===== src/rtl/mux2_arb_pkg.sv =====
// Shared types and widths for the mux2 select arbiter.
// Latency: none, declarations only.
// Backpressure: not applicable.
package mux2_arb_pkg;

    typedef enum logic [1:0] {
        IDLE   = 2'd0,
        SETTLE = 2'd1,
        OWN    = 2'd2
    } arb_state_e;

    // Counter widths: settle wait up to 15 cycles, hold count up to 255.
    localparam int SETTLE_W = 4;
    localparam int HOLD_W   = 8;

    // Round-robin winner: a lone requester wins outright, a tie goes to prio.
    function automatic logic pick_winner(input logic [1:0] req, input logic prio);
        if (req == 2'b11) begin
            return prio;
        end
        return req[1];
    endfunction

    // Grant vector with the bit of the given requester set.
    function automatic logic [1:0] grant_vec(input logic owner);
        return owner ? 2'b10 : 2'b01;
    endfunction

endpackage


===== src/rtl/mux2_arbiter_if.sv =====
// Request/grant bundle between the two requesters and the mux2 arbiter.
// Latency: none, wires only.
// Backpressure: req is a level held for the whole ownership; gnt answers it.
// Optional: MUX2_ARB_STATS_EN adds the switch/preempt statistic counters.
interface mux2_arbiter_if;

    logic [1:0] req;
    logic [1:0] gnt;
    logic       sel;
    logic       out_valid;
    logic       busy;
`ifdef MUX2_ARB_STATS_EN
    logic [15:0] switch_count;
    logic [7:0]  preempt_count;

    modport master (output req, input gnt, input sel, input out_valid, input busy,
                    input switch_count, input preempt_count);
    modport slave  (input req, output gnt, output sel, output out_valid, output busy,
                    output switch_count, output preempt_count);
`else
    modport master (output req, input gnt, input sel, input out_valid, input busy);
    modport slave  (input req, output gnt, output sel, output out_valid, output busy);
`endif

endinterface


===== src/rtl/mux2_arbiter_settle_timer.sv =====
// Loadable down-counter timing the mux settle window after a select change.
// Latency: done reflects the registered count (1 cycle after load/dec).
// Backpressure: none; decrementing stops at zero.
module settle_timer #(
    parameter int W = 4
) (
    input  logic         clk,
    input  logic         rst_n,
    input  logic         load,
    input  logic         dec,
    input  logic [W-1:0] load_val,
    output logic         done
);

    logic [W-1:0] cnt;

    // Load has priority over decrement; the counter parks at zero.
    always_ff @(posedge clk or negedge rst_n) begin
        if (!rst_n) begin
            cnt <= '0;
        end else if (load) begin
            cnt <= load_val;
        end else if (dec && (cnt != '0)) begin
            cnt <= cnt - 1'b1;
        end
    end

    assign done = (cnt == '0);

endmodule


===== src/rtl/mux2_arbiter.sv =====
// Round-robin owner of a shared mux2: drives sel, waits for settle, then grants.
// Latency: grant 1 cycle if sel already points at the winner, SETTLE_CYCLES+1 after a switch.
// Backpressure: owner keeps gnt while req is held; rotation forced after MAX_HOLD if contended.
// Optional: MUX2_ARB_STATS_EN adds switch_count/preempt_count statistics.
module mux2_arbiter
    import mux2_arb_pkg::*;
#(
    parameter int SETTLE_CYCLES = 2,
    parameter int MAX_HOLD      = 8
) (
    input  logic              clk,
    input  logic              rst_n,
    mux2_arbiter_if.slave     bus
);

    arb_state_e          state;
    logic                sel;
    logic                prio;
    logic [1:0]          gnt;
    logic                out_valid;
    logic                busy;
    logic [HOLD_W-1:0]   hold_cnt;

    logic                winner;
    logic                other;
    logic                own_release;
    logic                own_preempt;
    logic                idle_switch;
    logic                timer_load;
    logic                timer_dec;
    logic                settle_done;

    // Decode this cycle's transition conditions from registered state and req.
    always_comb begin
        winner      = pick_winner(bus.req, prio);
        other       = ~sel;
        own_release = (state == OWN) && !bus.req[sel];
        // Compare with >= so a late contender still forces rotation once the
        // hold counter has already saturated during an uncontested stretch.
        own_preempt = (state == OWN) && bus.req[sel] && bus.req[other] &&
                      (hold_cnt >= HOLD_W'(MAX_HOLD - 1));
        idle_switch = (state == IDLE) && (bus.req != 2'b00) && (winner != sel);
        timer_load  = idle_switch || own_preempt;
        timer_dec   = (state == SETTLE);
    end

    settle_timer #(.W(SETTLE_W)) u_settle (
        .clk      (clk),
        .rst_n    (rst_n),
        .load     (timer_load),
        .dec      (timer_dec),
        .load_val (SETTLE_W'(SETTLE_CYCLES - 1)),
        .done     (settle_done)
    );

    // Arbitration FSM with registered sel/gnt/out_valid/busy.
    always_ff @(posedge clk or negedge rst_n) begin
        if (!rst_n) begin
            state     <= IDLE;
            sel       <= 1'b0;
            prio      <= 1'b0;
            gnt       <= 2'b00;
            out_valid <= 1'b0;
            busy      <= 1'b0;
            hold_cnt  <= '0;
        end else begin
            case (state)
                IDLE: begin
                    if (bus.req != 2'b00) begin
                        busy <= 1'b1;
                        if (winner == sel) begin
                            state     <= OWN;
                            gnt       <= grant_vec(sel);
                            out_valid <= 1'b1;
                            hold_cnt  <= '0;
                        end else begin
                            state <= SETTLE;
                            sel   <= winner;
                        end
                    end
                end
                SETTLE: begin
                    if (!bus.req[sel]) begin
                        // Requester gave up before the mux settled.
                        state <= IDLE;
                        busy  <= 1'b0;
                    end else if (settle_done) begin
                        state     <= OWN;
                        gnt       <= grant_vec(sel);
                        out_valid <= 1'b1;
                        hold_cnt  <= '0;
                    end
                end
                OWN: begin
                    if (own_release) begin
                        // Release beats a same-cycle request from the other side.
                        state     <= IDLE;
                        gnt       <= 2'b00;
                        out_valid <= 1'b0;
                        busy      <= 1'b0;
                        prio      <= other;
                        hold_cnt  <= '0;
                    end else if (own_preempt) begin
                        state     <= SETTLE;
                        sel       <= other;
                        prio      <= other;
                        gnt       <= 2'b00;
                        out_valid <= 1'b0;
                        hold_cnt  <= '0;
                    end else if (hold_cnt != HOLD_W'(MAX_HOLD)) begin
                        hold_cnt <= hold_cnt + 1'b1;
                    end
                end
                default: begin
                    state     <= IDLE;
                    gnt       <= 2'b00;
                    out_valid <= 1'b0;
                    busy      <= 1'b0;
                end
            endcase
        end
    end

    assign bus.sel       = sel;
    assign bus.gnt       = gnt;
    assign bus.out_valid = out_valid;
    assign bus.busy      = busy;

`ifdef MUX2_ARB_STATS_EN
    logic [15:0] switch_cnt;
    logic [7:0]  preempt_cnt;

    // Saturating counts of sel toggles and forced rotations.
    always_ff @(posedge clk or negedge rst_n) begin
        if (!rst_n) begin
            switch_cnt  <= '0;
            preempt_cnt <= '0;
        end else begin
            if (timer_load && (switch_cnt != 16'hFFFF)) begin
                switch_cnt <= switch_cnt + 1'b1;
            end
            if (own_preempt && (preempt_cnt != 8'hFF)) begin
                preempt_cnt <= preempt_cnt + 1'b1;
            end
        end
    end

    assign bus.switch_count  = switch_cnt;
    assign bus.preempt_count = preempt_cnt;
`endif

endmodule

===== src/flat_wrapper.sv =====
// flat-port wrapper written by rule: the top's interface ports become plain ports
module mux2_arbiter_flat import mux2_arb_pkg::*;
#(
    parameter int SETTLE_CYCLES = 2,
    parameter int MAX_HOLD      = 8
)
  (clk, rst_n, bus_req, bus_gnt, bus_sel, bus_out_valid, bus_busy);
  mux2_arbiter_if bus_i ();
  input  logic clk;
  input  logic rst_n;
  input wire logic [$bits(bus_i.req)-1:0] bus_req;
  output wire logic [$bits(bus_i.gnt)-1:0] bus_gnt;
  output wire logic [$bits(bus_i.sel)-1:0] bus_sel;
  output wire logic [$bits(bus_i.out_valid)-1:0] bus_out_valid;
  output wire logic [$bits(bus_i.busy)-1:0] bus_busy;
  assign bus_i.req = bus_req;
  assign bus_gnt = bus_i.gnt;
  assign bus_sel = bus_i.sel;
  assign bus_out_valid = bus_i.out_valid;
  assign bus_busy = bus_i.busy;
  mux2_arbiter #(.SETTLE_CYCLES(SETTLE_CYCLES), .MAX_HOLD(MAX_HOLD)) u_core (.clk(clk), .rst_n(rst_n), .bus(bus_i));
endmodule

===== config.mk =====
export PLATFORM = sky130hd
export DESIGN_NAME = mux2_arbiter_flat
export DESIGN_NICKNAME = d
export VERILOG_FILES = /design/src/rtl/mux2_arb_pkg.sv /design/src/rtl/mux2_arbiter_if.sv /design/src/rtl/mux2_arbiter_settle_timer.sv /design/src/rtl/mux2_arbiter.sv /design/src/flat_wrapper.sv
export SDC_FILE = /design/constraint.sdc
export NUM_CORES = 1
export LEC_CHECK = 0
export ABC_AREA = 1
export BUFFER_PORTS_ARGS = -buffer_cell sky130_fd_sc_hd__buf_2
export CORE_ASPECT_RATIO = 1.25
export CORE_MARGIN = 4
export CORE_UTILIZATION = 59
export DETAILED_ROUTE_END_ITERATION = 8
export PLACE_DENSITY = 0.78
export SYNTH_ARGS = -nofsm -noshare
export SYNTH_HDL_FRONTEND = slang
export SYNTH_HIERARCHICAL = 1
export SYNTH_SLANG_ARGS = --single-unit

===== constraint.sdc =====
create_clock -name clk -period 1.9 [get_ports clk]
set_input_delay 0.38 -clock clk [delete_from_list [all_inputs] [get_ports clk]]
set_output_delay 0.38 -clock clk [all_outputs]
set_load 0.02 [all_outputs]

==> results of run 1 <==
-- synth_stat cells, drive strengths merged --
cell and n:
a21oi 1, o21ai 8, nand2 78, ha 3, conb 2, o21bai 2
buf 3, nor2 22, dfrtp 20, clkinv 1, nand3 15, o221a 1
a31oi 1, nor3 1, nand4 8, inv 26, nand3b 4, xnor2 1
xor2 2
-- kinds of logic (layout without fill, tap and decap cells) --
logic type               count (synthesis)  in the layout  share of synthesized area (%)
AO/OA/AOI/OAI                           13             13                           6.02
XOR/XNOR                                 3              3                           1.86
adder cells (fa/ha/maj)                  3              3                           2.66
buffers and inverters                   30             41                           9.57
flip-flops                              20             20                           35.4
other                                    2              4                          0.532
AND/OR/NAND/NOR                        128            128                           43.9
-- per-layer routing --
layer  up-vias  track usage [%]  share of wire, %
li1        650                -                 -
met1       581             24.8                42
met2        47             35.7                51
met3         8             2.39               5.8
met4         0             8.52               1.6
met5         -                0                 0
-- layout make-up --
type | instances | area [um^2] | area share (%)
repair buffers | 11 | 62.6 | 4.08
multi-input cells | 151 | 805 | 52.5
clock buffers | 3 | 22.5 | 1.47
well taps | 31 | 38.8 | 2.53
inverters | 27 | 101 | 6.62
flip-flops and latches | 20 | 502 | 32.8
-- critical path, cell delays in order, from the launching register on --
cell and delay, ps:
dfrtp_2 450, ha_1 230, nand2_1 90, nand2_1 60, o21ai_2 200, buf_4 190, nand2_2 110, nor2_1 130
nor2_1 80, nand2_1 70, nand2_1 70
-- where the power goes --
| group | total, mW | switching [mW] | internal [mW] |
|---|---|---|---|
| Sequential | 0.687 | 0.123 | 0.563 |
| Combinational | 1.24 | 0.824 | 0.419 |
| Clock | 0.203 | 0.129 | 0.0738 |
| Total | 2.13 | 1.08 | 1.06 |
-- through the flow --
| step | hold WS (ps) | cell area, um^2 | worst slack [ps] | TNS [ps] | util, % |
|---|---|---|---|---|---|
| CTS | 20.8 | 1510 | 91.2 | 0 | 67.6 |
| detailed placement | 352 | 1490 | 113 | 0 | 66.6 |
| floorplan | 84.4 | 1420 | 292 | 0 | - |
| global route | 28.1 | 1530 | -18.4 | -18.4 | 68.5 |
| global placement | 346 | 1490 | 211 | 0 | 66.6 |
| finish | 10.3 | 1530 | 124 | 0 | 68.5 |
-- worst max path at each step --
| stage | from | to | slack, ps | cells past startpoint |
|---|---|---|---|---|
| after floorplan | u_core/hold_cnt[0]$_DFFE_PN0P_ | u_core/u_settle/cnt[3]$_DFFE_PN0P_ | 290 | 11 |
| after detailed placement | u_core/u_settle/cnt[0]$_DFFE_PN0P_ | u_core/hold_cnt[2]$_DFFE_PN0P_ | 110 | 13 |
| after global placement | u_core/u_settle/cnt[0]$_DFFE_PN0P_ | u_core/hold_cnt[2]$_DFFE_PN0P_ | 210 | 13 |
| after CTS | u_core/u_settle/cnt[0]$_DFFE_PN0P_ | u_core/hold_cnt[2]$_DFFE_PN0P_ | 90 | 13 |
| after global routing | u_core/u_settle/cnt[0]$_DFFE_PN0P_ | u_core/hold_cnt[2]$_DFFE_PN0P_ | -20 | 13 |
| final | u_core/hold_cnt[0]$_DFFE_PN0P_ | u_core/hold_cnt[2]$_DFFE_PN0P_ | 120 | 10 |
-- layout by cell type, fill, tap and decap left out, drive strengths merged --
master / n
nand2: 78
inv: 26
nor2: 22
dfrtp: 20
nand3: 15
buf: 11
nand4: 8
o21ai: 8
conb: 4
nand3b: 4
clkbuf: 3
ha: 3
xor2: 2
o21bai: 2
xnor2: 1
nor3: 1
o221a: 1
a21oi: 1
a31oi: 1
clkinv: 1
-- state kept, by name, indices dropped and copies added, names as in the netlist --
register	cells
u_core/bus.busy	1
u_core/bus.gnt	2
u_core/bus.out_valid	1
u_core/bus.sel	1
u_core/hold_cnt	8
u_core/prio	1
u_core/state	2
u_core/u_settle/cnt	4
-- what timing repair did --
| action | in CTS | in global routing |
|---|---|---|
| endpoints found under the setup margin | 0 | 10 |
| resized for setup | 0 | 4 |
| hold buffers | 0 | 0 |
==> flow_summary.ini, run 1 <==
[layout]
fillCellCount = 209
antenna_cells = 0
area_growth_syn_to_layout_pct = 8.41
drive_above_1_share_pct = 19.3
nNetsFinal = 221
final_cell_count_no_fill = 243

[sta]
final_max_slew_viol_count = 0
fin_crit_sh_pct = 93.5
finalHoldViolCount = 0
period_minus_slack_ps = 1780
finalSetupViolCount = 0
fmax_mhz = 563
finClkSkew_ps = 1.01

[synth]
synth_area_leaders = dfrtp_1 (35%), nand2_1 (19%), inv_1 (5.3%)
yosys.area.top_type_share_pct = 35.4
synth_seq_cells = 20
yosys.area.top_type = dfrtp_1
ys_types = 28
synthCells = 199
syn_area_um2 = 1410
ys_seq_area_share_pct = 35.4
avgSynthCellArea_um2 = 7.10
synth_warnings = 6

[cts]
clkSinkCount = 20
cts_made_buffers = 3
cts_max_level = 1
insertion_delay_ps = 290
clk_pin_slew_ps = 110
cts-root-buf = clkbuf_4
cts.path.max_buffers = 2
cts_tree = yes
postCtsSetupBuffers = 0

[place]
hpwlAfterDp_um = 2280
dp_cells = 240
io_buffers = 8
gp_congestion = 0.813

[floorplanning]
fp.coreArea_um2 = 2230
die_y_um = 62.7
dieWidth_um = 51.8
start_util_pct = 63.2
io_pins = 9
row_count = 19
dieArea_um2 = 3250

[power]
vdd_drop_max_uv = 1170
finalPower_mw = 2.13
p_leak_nw = 0.845
power_density_nw_per_um2 = 1390

[detailed_routing]
drcViolationCount = 0
routedWlPerCell_um = 12.5
drtIter0Drc = 54
vias = 1286
dr.pass1.iters = 4
ant_nets = 0
finalWirelength_um = 3030
via_per_inst = 5.29

[global_routing]
grt_first_pass_wirelength_um = 5240
grt_use_total_pct = 20.5
antenna_found_initial = 0
grt_overflow = 0
first_global_vias = 1247
grt_max_degree = 21

[hold_path]
hold_class = in -> async

[setup_path]
r2r_end = u_core/hold_cnt[2]$_DFFE_PN0P_
end_kind = register
path_class = reg -> reg
crit_fanout = 6
r2r_slack_ps = 120
start_kind = register
worstPathRequired_ps = 2090
reg2reg_from = u_core/hold_cnt[0]$_DFFE_PN0P_
r2r_cells = 10
worst_ep_arrival_time_ps = 1970

[outcome]
status = finished, final reports clean

[flow_run]
maxCapViolCount = 0
No activity file was read; power rests on OpenSTA's default activity.
==> run 2, diff against run 1 <==
--- a/config.mk
+++ b/config.mk
@@ -5,10 +5,9 @@
 export SDC_FILE = /design/constraint.sdc
 export NUM_CORES = 1
 export LEC_CHECK = 0
-export ABC_AREA = 1
-export BUFFER_PORTS_ARGS = -buffer_cell sky130_fd_sc_hd__buf_2
+export ABC_AREA = 0
+export BUFFER_PORTS_ARGS = -buffer_cell sky130_fd_sc_hd__clkbuf_2
 export CORE_ASPECT_RATIO = 1.25
-export CORE_MARGIN = 4
 export CORE_UTILIZATION = 59
 export DETAILED_ROUTE_END_ITERATION = 8
 export PLACE_DENSITY = 0.78
==> run 2 against run 1 <==
  * Power rose by 7.1%
  * Clock skew rose by 6.4 ps
  * Clock power rose by 70%
  * Utilization rose by 7.3 points
  * Count of clock-buffer cells in the layout did not move
  * Sequential cell count did not move
  * Largest power group unchanged
  * Highest routed layer unchanged
==> flow_summary.ini, run 2 <==
[floorplanning]
start_util_pct = 62.1
dieArea_um2 = 2500
dieWidth_um = 44.9
die_y_um = 55.7
fp.coreArea_um2 = 2190
row_count = 19
io_pins = 9

[setup_path]
slowest_delay_ps = 410
path_class = reg -> reg
end_kind = register
start_kind = register
crit_family = simple AND/OR/NAND/NOR gates
crit_start = u_core/u_settle/cnt[1]$_DFFE_PN0P_
r2r_slack_ps = 20
worst_ep_arrival_time_ps = 2080
r2r_end = u_core/hold_cnt[1]$_DFFE_PN0P_
worstPathCellList = inv_1 > ha_2 > nor3b_4 > inv_2 > a21o_1 > o21ai_2 > and3_4 > mux2_4
cp.depth = 8
worstSetupEndpoint = u_core/hold_cnt[1]$_DFFE_PN0P_
cp.buffers_inverters = 2
reg2reg_from = u_core/u_settle/cnt[1]$_DFFE_PN0P_
r2r_cells = 8
worstPathRequired_ps = 2100
crit_slowest_cell = dfrtp_1
crit_fanout = 4

[cts]
cts_max_level = 1
insertion_delay_ps = 300
clkSinkCount = 20
cts_tree = yes
cts_made_buffers = 3
cts_hold_buffers = 0
clk_pin_slew_ps = 120
cts-root-buf = clkbuf_4
cts.path.max_buffers = 2

[global_routing]
grt_overflow = 0
grt_use_total_pct = 27.2
grt_max_degree = 21
antenna_found_initial = 0
grt_first_pass_wirelength_um = 5090
first_global_vias = 1141

[synth]
synth_xor_area_share_pct = 0.645
synth_ff_type = dfrtp_1
synth_top_family_by_area = simple AND/OR/NAND/NOR gates
synth_edf_count = 0
synth.area.mux_share_pct = 5.99
synthTopCellsByCount = dfrtp_1 (20), inv_1 (12), a21oi_1 (11)
synth_seq_cells = 20
ys_types = 56
yosys.area_share.simple_pct = 25.0
avgSynthCellArea_um2 = 9.44
synthCells = 144
yosys.area.top_type_share_pct = 36.8
ys_seq_area_share_pct = 36.8
synth_compound_area_share_pct = 21.9
synth_area_leaders = dfrtp_1 (37%), a21oi_1 (4.1%), inv_1 (3.3%)
yosysMostFrequentCell = dfrtp_1
syn_area_um2 = 1360
yosys.area.top_type = dfrtp_1
async_reset_ff_share_pct = 100
synthAdderAreaFrac_pct = 2.76
synth_warnings = 6

[sta]
fin_crit_sh_pct = 99.1
timing.final.ws_setup_ps = 16.2
fmax_mhz = 531
finClkSkew_ps = 7.44
finalSetupViolCount = 0
finalHoldViolCount = 0
whs_ps = 18.5
final_max_slew_viol_count = 0
period_minus_slack_ps = 1880
fin_tns_setup_ps = 0
grt_setup_unrepaired = true

[detailed_routing]
finalWirelength_um = 2870
ant_nets = 0
routedWlPerCell_um = 13.9
dr.pass1.iters = 4
via_per_inst = 5.66
vias = 1172
drcViolationCount = 0
drtIter0Drc = 20

[layout]
antenna_cells = 0
fillCellCount = 178
drive_above_1_share_pct = 35.8
fin_area_um2 = 1660
largest_register = u_core/hold_cnt
mostFrequentLayoutCells = buf_4 (23), dfrtp_1 (18), inv_1 (10), nand2_1 (10), a21oi_1 (10)
reg.largest.list = u_core/hold_cnt: 8 flops, u_core/u_settle/cnt: 4 flops
nNetsFinal = 184
final_util_pct = 75.8
regArea_um2 = 503
final_cell_count_no_fill = 207
largest_reg_flops = 8
area_growth_syn_to_layout_pct = 22.0
final_common_cell = buf_4
multiInputGateArea_um2 = 806

[power]
finalPower_mw = 2.28
p_leak_nw = 0.757
vdd_drop_max_uv = 1080
power_density_nw_per_um2 = 1380

[place]
hpwlAfterDp_um = 2170
pre_cts_slack_ps = -0.894
io_buffers = 8
gp_congestion = 0.835
dp_cells = 196
place_area_um2 = 1550

[flow_run]
maxCapViolCount = 0

[outcome]
status = finished, final reports clean

[hold_path]
hold_class = in -> async
## run 2: cell count changes after synthesis, moves of 6 or more
cell     delta
inv_1       -8
nor2_1     -10
a21oi_1    +10
nand2_2     -6
nand3_1    -10
nand2_1    -60
nand4_1     -7
inv_2       -6
## run 2: final cells by class
cell class / count / area share [%]
inverters: 12 / 2.72
clock inverters: 1 / 1.81
repair buffers: 31 / 12.8
clock buffers: 3 / 1.36
multi-input cells: 109 / 48.6
flip-flops and latches: 20 / 30.3
well taps: 31 / 2.34
## run 2: cell families (layout without fill, tap and decap cells)
kind of cell	count (synthesis)	in the layout
xor+xnor	1	1
mux	7	7
flops	20	20
compound gates	42	42
other cells	2	4
simple gates	52	52
buf+inv	17	47
fa+ha+maj	3	3
## run 2: what timing repair did
action | in CTS | in global routing
endpoints found under the setup margin | 2 | 6
pin swaps | 0 | 5
buffers inserted | 1 | 6
gates resized for setup | 0 | 4
## run 2: power breakdown
group / switching [mW] / total [mW] / internal [mW]
Sequential: 0.122 / 0.676 / 0.553
Clock: 0.132 / 0.345 / 0.213
Combinational: 0.630 / 1.26 / 0.633
## run 2: how the worst min path moves through the flow
stage | to | depth (start not counted)
detailed placement | u_core/prio$_DFFE_PN0P_ | 1
CTS | u_core/state[1]$_DFFE_PN0P_ | 1
finish | u_core/state[1]$_DFFE_PN0P_ | 1
floorplan | u_core/bus.busy$_DFFE_PN0P_ | 0
global route | u_core/hold_cnt[2]$_DFFE_PN0P_ | 1
global placement | u_core/prio$_DFFE_PN0P_ | 1
## run 2: layer usage
metal  vias to the layer above  GRT usage [%]  routed length [um]
li1                        580              -                   -
met1                       563           36.4                1290
met2                        23           43.1                1460
met3                         6           3.25                  60
met4                         0           11.7                  56
met5                         -              0                   0
==> run 3, diff against run 2 <==
--- a/config.mk
+++ b/config.mk
@@ -10,7 +10,7 @@
 export CORE_ASPECT_RATIO = 1.25
 export CORE_UTILIZATION = 59
 export DETAILED_ROUTE_END_ITERATION = 8
-export PLACE_DENSITY = 0.78
+export PLACE_DENSITY = 0.87
 export SYNTH_ARGS = -nofsm -noshare
 export SYNTH_HDL_FRONTEND = slang
 export SYNTH_HIERARCHICAL = 1
==> run 3 against run 2 <==
  * Critical path depth stayed put
  * Critical path type unchanged
  * Power is 2.1% lower
  * Sequential share of layout area is 0.20 points lower
==> flow_summary.ini, run 3 (same netlist as run 2, synthesis figures left out) <==
[layout]
multiInputGateArea_um2 = 826
fin_area_um2 = 1670
antenna_cells = 0
nNetsFinal = 185
largest_register = u_core/hold_cnt
area_growth_syn_to_layout_pct = 22.8
fillCellCount = 144
reg.largest.list = u_core/hold_cnt: 8 flops, u_core/u_settle/cnt: 4 flops
regArea_um2 = 503
drive_above_1_share_pct = 37.3
mostFrequentLayoutCells = buf_4 (24), dfrtp_1 (18), nand2_1 (10), a21oi_1 (10), inv_1 (9)
final_util_pct = 76.3
final_common_cell = buf_4
largest_reg_flops = 8

[global_routing]
grt_first_pass_wirelength_um = 5380
grt_overflow = 0
first_global_vias = 1251
antenna_found_initial = 0
grt_use_total_pct = 28.7
grt_max_degree = 21

[power]
finalPower_mw = 2.24
p_clk_share_pct = 11.1
power_density_nw_per_um2 = 1340
combPwrFrac_pct = 59.2
p_leak_nw = 0.753
switching_share_pct = 41.3
vdd_drop_max_uv = 917
power_switching_mw = 0.923
p_int_mw = 1.31
seqPwrFrac_pct = 29.8

[floorplanning]
dieArea_um2 = 2500
row_count = 19
fp.coreArea_um2 = 2190
io_pins = 9
start_util_pct = 62.1
die_y_um = 55.7
dieWidth_um = 44.9

[sta]
timing.final.ws_setup_ps = 65.5
finClkSkew_ps = 2.70
fmax_mhz = 545
final_max_slew_viol_count = 0
finalHoldViolCount = 0
worst_pin_slew_ps = 518
maxSlewHeadroom_pct = 65.5
period_minus_slack_ps = 1830
fin_crit_sh_pct = 96.6
whs_ps = 27.4
finalSetupViolCount = 0

[setup_path]
cp.buffers_inverters = 2
crit_slowest_cell = dfrtp_1
worstPathRequired_ps = 2100
reg2reg_from = u_core/u_settle/cnt[1]$_DFFE_PN0P_
start_kind = register
slowest_delay_ps = 420
path_class = reg -> reg
crit_family = flip-flops
worst_ep_arrival_time_ps = 2030
worstPathCellList = inv_2 > ha_4 > nor3b_4 > inv_1 > a21o_1 > o21ai_2 > and3_4 > mux2_4
crit_start = u_core/u_settle/cnt[1]$_DFFE_PN0P_
end_kind = register
crit_fanout = 4

[detailed_routing]
drcViolationCount = 0
vias = 1223
drtIter0Drc = 56
routedWlPerCell_um = 15.4
finalWirelength_um = 3200
ant_nets = 0
dr.pass1.iters = 4
via_per_inst = 5.88

[place]
io_buffers = 8
place_area_um2 = 1560
hpwlAfterDp_um = 2410
pre_cts_slack_ps = -9.83
gp_congestion = 0.897

[cts]
clkSinkCount = 20
clk_pin_slew_ps = 110
cts-root-buf = clkbuf_4
cts_tree = yes
cts.path.max_buffers = 2
insertion_delay_ps = 300
cts_made_buffers = 3
cts_max_level = 1

[hold_path]
hold_class = in -> async

[flow_run]
maxCapViolCount = 0

[outcome]
status = finished, final reports clean
[run 3: cell types whose count changed in the layout (fill, tap and decap cells not counted)]
cell,delta
bufinv_16,-1
clkbuf_8,+1
ha_1,-1
buf_4,+1
inv_2,+1
a21oi_4,+1
inv_1,-1
ha_4,+1
a21oi_2,-1
[run 3: per-layer routing]
metal	routed length, um	share of wire, %	vias to the layer above	global-route usage, %
met5	0	0	-	0
met4	114	3.6	0	12.6
met3	166	5.2	13	2.60
met2	1730	54	52	48.4
met1	1190	37	572	35.8
li1	-	-	586	-
[run 3: cell type report]
class	instances	share of cell area, %
well taps	31	2.32
multi-input cells	109	49.5
inverters	12	2.70
clock buffers	4	2.17
flip-flops and latches	20	30.1
repair buffers	32	13.2
[run 3: power groups by stage]
stage	Combinational (mW)	Sequential (mW)	Clock, mW
floorplan	0.785	0.721	0
detailed placement	1.20	0.675	0
finish	1.32	0.665	0.247
global placement	1.15	0.655	0
CTS	1.23	0.659	0.252
global route	1.44	0.680	0.277
[run 3: final timing paths]
check / to / slack (ps) / cells past startpoint
worst max-delay path: u_core/hold_cnt[0]$_DFFE_PN0P_ / 70 / 8
worst min-delay path: u_core/hold_cnt[0]$_DFFE_PN0P_ / 30 / 1
worst max register to register: u_core/hold_cnt[0]$_DFFE_PN0P_ / 70 / 8
worst min register to register: u_core/bus.out_valid$_DFFE_PN0P_ / 500 / 1
max in group asynchronous: u_core/hold_cnt[4]$_DFFE_PN0P_ / 1500 / 1
min in group clk: u_core/bus.busy$_DFFE_PN0P_ / 430 / 3
[run 3: timing repair]
item / CTS / global route
gates resized for setup: 0 / 8
buffers inserted: 1 / 5
setup endpoints to repair: 2 / 7
pin swaps: 0 / 5
hold buffers: 0 / 0
[run 3: stage by stage]
stage	TNS, ps	std cells
finish	0	208
CTS	0	203
global placement	0	198
floorplan	-28.6	146
detailed placement	-15.2	198
global route	-16.9	208
